`config.mk`:
```
export PLATFORM = sky130hd
export DESIGN_NAME = if_fetch_stage_flat
export DESIGN_NICKNAME = d
export VERILOG_FILES = /design/src/rtl/if_fetch_stage_if.sv /design/src/rtl/if_fetch_stage.sv /design/src/flat_wrapper.sv
export SDC_FILE = /design/constraint.sdc
export NUM_CORES = 1
export LEC_CHECK = 0
export CORE_MARGIN = 4
export CORE_UTILIZATION = 45
export DETAILED_ROUTE_END_ITERATION = 10
export PLACE_DENSITY = 0.75
export SLEW_MARGIN = 20
export SYNTH_ARGS = -nofsm -noshare
export SYNTH_HDL_FRONTEND = slang
export SYNTH_SLANG_ARGS = --single-unit
```
`constraint.sdc`:
```
create_clock -name clk -period 5.8 [get_ports clk]
set_input_delay 0.87 -clock clk [delete_from_list [all_inputs] [get_ports clk]]
set_output_delay 0.87 -clock clk [all_outputs]
set_load 0.01 [all_outputs]
```
`src/rtl/if_fetch_stage_if.sv`:
```
// Instruction-memory request/response bus used by the fetch stage.
// master = fetch side (drives request), slave = memory side.
interface if_fetch_stage_if;
  logic        ImemReq;
  logic [31:0] ImemAddr;
  logic        ImemAck;
  logic [31:0] ImemData;

  modport master (output ImemReq, output ImemAddr, input ImemAck, input ImemData);
  modport slave  (input ImemReq, input ImemAddr, output ImemAck, output ImemData);
endinterface

```
`src/rtl/if_fetch_stage.sv`:
```
// IF stage: PC register, imem handshake, skid register and IF/ID pipeline register.
// Optional stall/flush counters are built only when FETCH_PERF_EN is defined.
//
// state   | meaning
// --------+-------------------------------------------------------------
// S_FETCH | request outstanding at PC
// S_HOLD  | front end stalled, fetched instruction parked in skid
// S_DRAIN | redirect seen mid-request; waiting for ack to discard data
module if_fetch_stage #(
  parameter logic [31:0] RESET_PC  = 32'h0000_0000,
  parameter logic [31:0] NOP_INSTR = 32'h0000_0000
) (
  input  logic                    clk,
  input  logic                    rst,
  input  logic                    PCWr,
  input  logic                    IFIDWr,
  input  logic                    BranchTaken,
  input  logic [31:0]             BranchTarget,
  if_fetch_stage_if.master        imem,
  output logic [31:0]             IFIDInstr,
  output logic [31:0]             IFIDPCPlus4,
  output logic                    IFIDValid,
  output logic [15:0]             StallCnt,
  output logic [15:0]             FlushCnt
);

  typedef enum logic [1:0] {S_FETCH, S_HOLD, S_DRAIN} state_t;

  localparam logic [31:0] ALIGN_MASK = 32'hFFFF_FFFC;

  state_t      state;
  logic [31:0] pc;
  logic [31:0] skid;
  logic [31:0] target;
  logic [31:0] pc_plus4;
  logic [31:0] br_tgt;
  logic        stall;

  assign stall    = ~PCWr | ~IFIDWr;
  assign pc_plus4 = pc + 32'd4;
  assign br_tgt   = BranchTarget & ALIGN_MASK;

  // The memory shares rst, so suppressing the request during reset is safe.
  assign imem.ImemReq  = ~rst & (state != S_HOLD);
  assign imem.ImemAddr = pc;

  always_ff @(posedge clk) begin
    if (rst) begin
      state       <= S_FETCH;
      pc          <= RESET_PC & ALIGN_MASK;
      skid        <= '0;
      target      <= '0;
      IFIDInstr   <= NOP_INSTR;
      IFIDPCPlus4 <= '0;
      IFIDValid   <= 1'b0;
    end else if (BranchTaken) begin
      IFIDInstr <= NOP_INSTR;
      IFIDValid <= 1'b0;
      skid      <= '0;
      if (state == S_HOLD || imem.ImemAck) begin
        pc    <= br_tgt;
        state <= S_FETCH;
      end else begin
        target <= br_tgt;
        state  <= S_DRAIN;
      end
    end else begin
      case (state)
        S_FETCH: begin
          if (imem.ImemAck) begin
            if (!stall) begin
              IFIDInstr   <= imem.ImemData;
              IFIDPCPlus4 <= pc_plus4;
              IFIDValid   <= 1'b1;
              pc          <= pc_plus4;
            end else begin
              skid  <= imem.ImemData;
              state <= S_HOLD;
            end
          end else if (!stall) begin
            IFIDInstr <= NOP_INSTR;
            IFIDValid <= 1'b0;
          end
        end
        S_HOLD: begin
          if (!stall) begin
            IFIDInstr   <= skid;
            IFIDPCPlus4 <= pc_plus4;
            IFIDValid   <= 1'b1;
            pc          <= pc_plus4;
            skid        <= '0;
            state       <= S_FETCH;
          end
        end
        S_DRAIN: begin
          if (imem.ImemAck) begin
            pc    <= target;
            state <= S_FETCH;
          end
        end
        default: state <= S_FETCH;
      endcase
    end
  end

`ifdef FETCH_PERF_EN
  logic [15:0] stall_cnt;
  logic [15:0] flush_cnt;

  always_ff @(posedge clk) begin
    if (rst) begin
      stall_cnt <= '0;
      flush_cnt <= '0;
    end else begin
      if (stall && stall_cnt != 16'hFFFF) stall_cnt <= stall_cnt + 16'd1;
      if (BranchTaken && flush_cnt != 16'hFFFF) flush_cnt <= flush_cnt + 16'd1;
    end
  end

  assign StallCnt = stall_cnt;
  assign FlushCnt = flush_cnt;
`else
  assign StallCnt = '0;
  assign FlushCnt = '0;
`endif

endmodule

```
`src/flat_wrapper.sv`:
```
// flat-port wrapper written by rule: the top's interface ports become plain ports
module if_fetch_stage_flat 
#(
  parameter logic [31:0] RESET_PC  = 32'h0000_0000,
  parameter logic [31:0] NOP_INSTR = 32'h0000_0000
)
  (clk, rst, PCWr, IFIDWr, BranchTaken, BranchTarget, IFIDInstr, IFIDPCPlus4, IFIDValid, StallCnt, FlushCnt, imem_ImemReq, imem_ImemAddr, imem_ImemAck, imem_ImemData);
  if_fetch_stage_if imem_i ();
  input  logic clk;
  input  logic rst;
  input  logic PCWr;
  input  logic IFIDWr;
  input  logic BranchTaken;
  input  logic [31:0] BranchTarget;
  output logic [31:0] IFIDInstr;
  output logic [31:0] IFIDPCPlus4;
  output logic IFIDValid;
  output logic [15:0] StallCnt;
  output logic [15:0] FlushCnt;
  output wire logic [$bits(imem_i.ImemReq)-1:0] imem_ImemReq;
  output wire logic [$bits(imem_i.ImemAddr)-1:0] imem_ImemAddr;
  input wire logic [$bits(imem_i.ImemAck)-1:0] imem_ImemAck;
  input wire logic [$bits(imem_i.ImemData)-1:0] imem_ImemData;
  assign imem_ImemReq = imem_i.ImemReq;
  assign imem_ImemAddr = imem_i.ImemAddr;
  assign imem_i.ImemAck = imem_ImemAck;
  assign imem_i.ImemData = imem_ImemData;
  if_fetch_stage #(.RESET_PC(RESET_PC), .NOP_INSTR(NOP_INSTR)) u_core (.clk(clk), .rst(rst), .PCWr(PCWr), .IFIDWr(IFIDWr), .BranchTaken(BranchTaken), .BranchTarget(BranchTarget), .imem(imem_i), .IFIDInstr(IFIDInstr), .IFIDPCPlus4(IFIDPCPlus4), .IFIDValid(IFIDValid), .StallCnt(StallCnt), .FlushCnt(FlushCnt));
endmodule
```
# After elaboration in Yosys (flattened, before gate mapping)
# Index checks and enable logic that the tools add are counted.
# classes
addsub	1
n_reduce_logical	12
muxes	28
eq_ne	13
bitwise_logic	7
# ops
op	count
$mux W32	13
$pmux W32 S2	3
$pmux W32 S3	1
$add A32 B3 Y32 const B	1
$mux W2	6
$ne A3 B3 Y1 const B	4
$reduce_and A4 Y1	3
$ne A2 B1 Y1 const B	3
$ne A2 B2 Y1 const B	3
$pmux W2 S3	1
$reduce_and A3 Y1	2
$not A1 Y1	5
$reduce_and A2 Y1	2
$reduce_bool A4 Y1	1
$mux W1	3
$ne A3 B2 Y1 const B	1
$eq A2 B1 Y1 const B	1
$eq A2 B2 Y1 const B	1
$logic_not A2 Y1	1
$pmux W1 S2	1
$reduce_bool A2 Y1	1
$reduce_or A2 Y1	1
$and A1 B1 Y1	1
$logic_or A1 B1 Y1	1
$or A1 B1 Y1	1
# totals
ff_bits	161

# Longest topological paths before layout
# depth
word_depth	6
depth_mapped	9
mapped_depth_nobuf	7

# Least setup slack after synthesis
# Ideal clock, no wire load.
# synth_path
path_type	input to output
start	input port rst
end	output port imem_ImemReq
path_slack_ns	3.126
cell_stages	4
t_arrival_ns	1.804
t_required_ns	4.930
path_cell_list	clkbuf_1 -> buf_1 -> buf_1 -> nor2_1
# synth_via
elab_chain_len	2
# synth_rtl
item	line_no	text
start, declared	flat_wrapper.sv:10	input logic rst;
$not A1 Y1	if_fetch_stage.sv:44	assign imem.ImemReq = ~rst & (state != S_HOLD);
$and A1 B1 Y1	if_fetch_stage.sv:44	
end, declared	flat_wrapper.sv:20	output wire logic [$bits(imem_i.ImemReq)-1:0] imem_ImemReq;
# Every way passes these cells.

# Worst setup path after layout
# layout_path
start	input port PCWr
end	register u_core.pc[18] (netlist: u_core.imem.ImemAddr[18])
# layout_via
elab_chain_len	6
# layout_rtl
item	line_no	text
start, declared	flat_wrapper.sv:11	input logic PCWr;
$not A1 Y1 *	if_fetch_stage.sv:39	assign stall = ~PCWr | ~IFIDWr;
$or A1 B1 Y1 *	if_fetch_stage.sv:39	
$mux W32 *	-	
$mux W32	-	
$pmux W32 S3 *	-	
$mux W32 *	-	
end signal, assigned	if_fetch_stage.sv:50	pc <= RESET_PC & ALIGN_MASK;
end signal, assigned	if_fetch_stage.sv:61	pc <= br_tgt;
end signal, assigned	if_fetch_stage.sv:75	pc <= pc_plus4;
end, declared	if_fetch_stage.sv:32	logic [31:0] pc;
# Every way passes the cells marked *; elsewhere a longest branch is shown, timed or not. The select of a mux whose other input is x is not followed.
# A chain may end at the register's enable or synchronous reset.

==> out/metrics.cfg <==
[timing]
rsz0062_at_grt = no
max_freq_mhz = 293.2
period_needed_ns = 3.411
tightest_slew_ns = 1.092
hold_violations = 0
maxSlewViolCount = 0
worst_slack_ns = 2.389
period_share_pct = 58.81
whs_ns = 0.4506
relSlewSlack_pct = 27.17
fin_skew_ns = 0.009007
setup-tns-final_ns = 0
setup_violations = 0

[worst_setup_path]
critical_path_class = in -> reg
cp_data_required_time_ns = 6.13
crit_chain = clkdlybuf4s50_1 > nand2_1 > a21oi_1 > and2_1 > o21ai_0 > o32ai_1
cp-end-kind = flip-flop
critPathMaxFanout = 26
crit_path_start_kind = input pin
crit_path_max_incr_delay_ns = 0.95
critPathTopFamily = compound AO/OA/AOI/OAI gates
cp.buffers_inverters = 1
arrival_ns = 3.74
slowest_stage = and2_1

[grt]
antenna_found_initial = 0
grt_pass1_vias = 6517
grt_pass1_wl_mm = 34.59
grt_usage_pct = 21.33
overflow = 0
grt_max_degree = 104

[final_layout]
nNetsFinal = 1209
utilization_pct = 59.29
area_growth_pct = 27.64
n_antenna_cell = 0
drive_gt1_share_pct = 5.662
mostFrequentLayoutCell = nor2_1
layout_common_cells = nor2_1, clkdlybuf4s50_1, dfxtp_1, nand2_1, a21oi_1
final_cells = 1368
fin_area_mm2 = 0.009972

[place]
dp_cells = 1336
dpl_cell_area_mm2 = 0.009361
port_buffers = 161
gp_congestion = 0.8610
hpwl_mm = 14.50
pre_cts_slack_ns = 2.050

[clocking]
path_clk_slew_ns = 0.06
cts_buffers = 17
clockBufferDepth = 2
cts_sinks = 157
cts-resized-gates = 0
hold_buffers = 0
clk_latency_ns = 0.42
postCtsSetupRepairBufs = 0
cts_tree = built
cts-root-buf = clkbuf_16
cts.htree.levels = 4

[floorplan]
initial_core_util_pct = 46.45
core-area_mm2 = 0.01682
die_y_um = 139.8
ioPinCount = 200
die_x_um = 139.8
rows = 47
dieArea_mm2 = 0.01953

[power_and_ir_drop]
power_mw = 2.771
p_per_area_mw_per_mm2 = 277.9
leakage_nw = 3.429
ir_drop_uv = 217.4

[drt]
vias = 7590
drtIter0Drc = 663
final_antenna_net_count = 0
top_layer = met4
routed_wl_mm = 21.91
met2_length_mm = 9.749
wl_met3_mm = 2.319
wl_met1_mm = 9.463
via_per_inst = 5.548
drtPass1Iterations = 5
routedWlPerCell_um = 16.01
drc_errors = 0

[logic_synthesis]
synth_cell_types = 59
syn_area_mm2 = 0.007812
synth_edf_count = 0
avgSynthCellArea_um2 = 7.592
synthArstFlopShare_pct = 0
synth_warnings = 0
syn_inst = 1029
ys_seq_elements = 157
synth_ff_type = dfxtp_1
ys_seq_area_share_pct = 40.23

[run_status]
outcome = finished clean

[flow_run]
maxCapViolCount = 0

[hold_path]
hp-class = reg -> reg

## registers in the layout, summed over array words and instances, names as in the netlist
| signal | count |
|---|---|
| u_core.state | 2 |
| u_core.IFIDPCPlus4 | 30 |
| u_core.target | 30 |
| u_core.imem.ImemAddr | 30 |
| u_core.IFIDInstr | 32 |
| u_core.IFIDValid | 1 |
| u_core.skid | 32 |
## power by group
group / internal (mW) / switching (mW)
clock: 0.690 / 0.457
sequential: 1.13 / 0.0570
combinational: 0.195 / 0.242
total: 2.02 / 0.755
## synthesized netlist by cell type, types with 3 or more instances
cell	count	area share, %
a2111oi_0	3	0.34
a211o_1	3	0.34
a211oi_1	62	6.0
a21oi_1	126	8.1
a221oi_1	4	0.45
a311oi_1	6	0.67
a31oi_1	3	0.24
and3_1	5	0.40
and4_1	3	0.34
buf_1	12	0.58
buf_2	6	0.38
buf_4	36	3.5
clkbuf_1	66	3.2
dfxtp_1	157	40
ha_1	4	0.64
inv_1	12	0.58
mux2i_1	7	0.90
nand2_1	142	6.8
nand2b_1	4	0.32
nand3_1	20	1.3
nand4_1	9	0.72
nor2_1	162	7.8
nor3_1	15	0.96
nor3b_1	34	3.3
nor4_1	5	0.40
o211ai_1	9	0.86
o21a_1	6	0.58
o21ai_0	33	2.1
o31a_1	4	0.45
o31ai_1	3	0.29
o32ai_1	3	0.34
or3_1	3	0.24
or4_1	7	0.67
xnor2_1	14	1.6
xor2_1	9	1.0
## final timing paths
check | from | to | slack (ns) | depth (start not counted)
setup / recovery | PCWr | u_core.imem.ImemAddr[18] | 2.39 | 6
hold / removal | u_core.target[7] | u_core.target[7] | 0.45 | 2
setup reg to reg | u_core.state[1] | u_core.imem.ImemAddr[18] | 2.55 | 8
hold reg to reg | u_core.target[7] | u_core.target[7] | 0.45 | 2
## area by class of cell
class                      instances  area, um2
inverter                          12      45.04
sequential                       157       3143
timing repair buffer             173       1692
clock buffer                      19      442.9
clock inverter                    13      165.2
multi-input combinational        774       4209
fill                            1552       6847
tap                              220      275.3
## logic make-up after synthesis
family,after synthesis,synth area share [%]
AO/OA/AOI/OAI,277,22.04
XOR/XNOR,23,2.579
adder cells (fa/ha/maj),4,0.6406
buffers and inverters,133,8.232
flip-flops,157,40.23
multiplexers,7,0.8969
other,1,0.04800
AND/OR/NAND/NOR,427,25.34
## layer usage
layer	GRT usage [%]	up-vias
met1	29.15	3477
li1	-	3752
met4	7.139	0
met3	7.444	25
met5	0	-
met2	31.48	336
## worst min-delay path: stages (launching register included)
cell	delay (ns)
dfxtp_1	0.30
nand2_1	0.05
a21oi_1	0.05
Power figures use the tool's default switching activity.
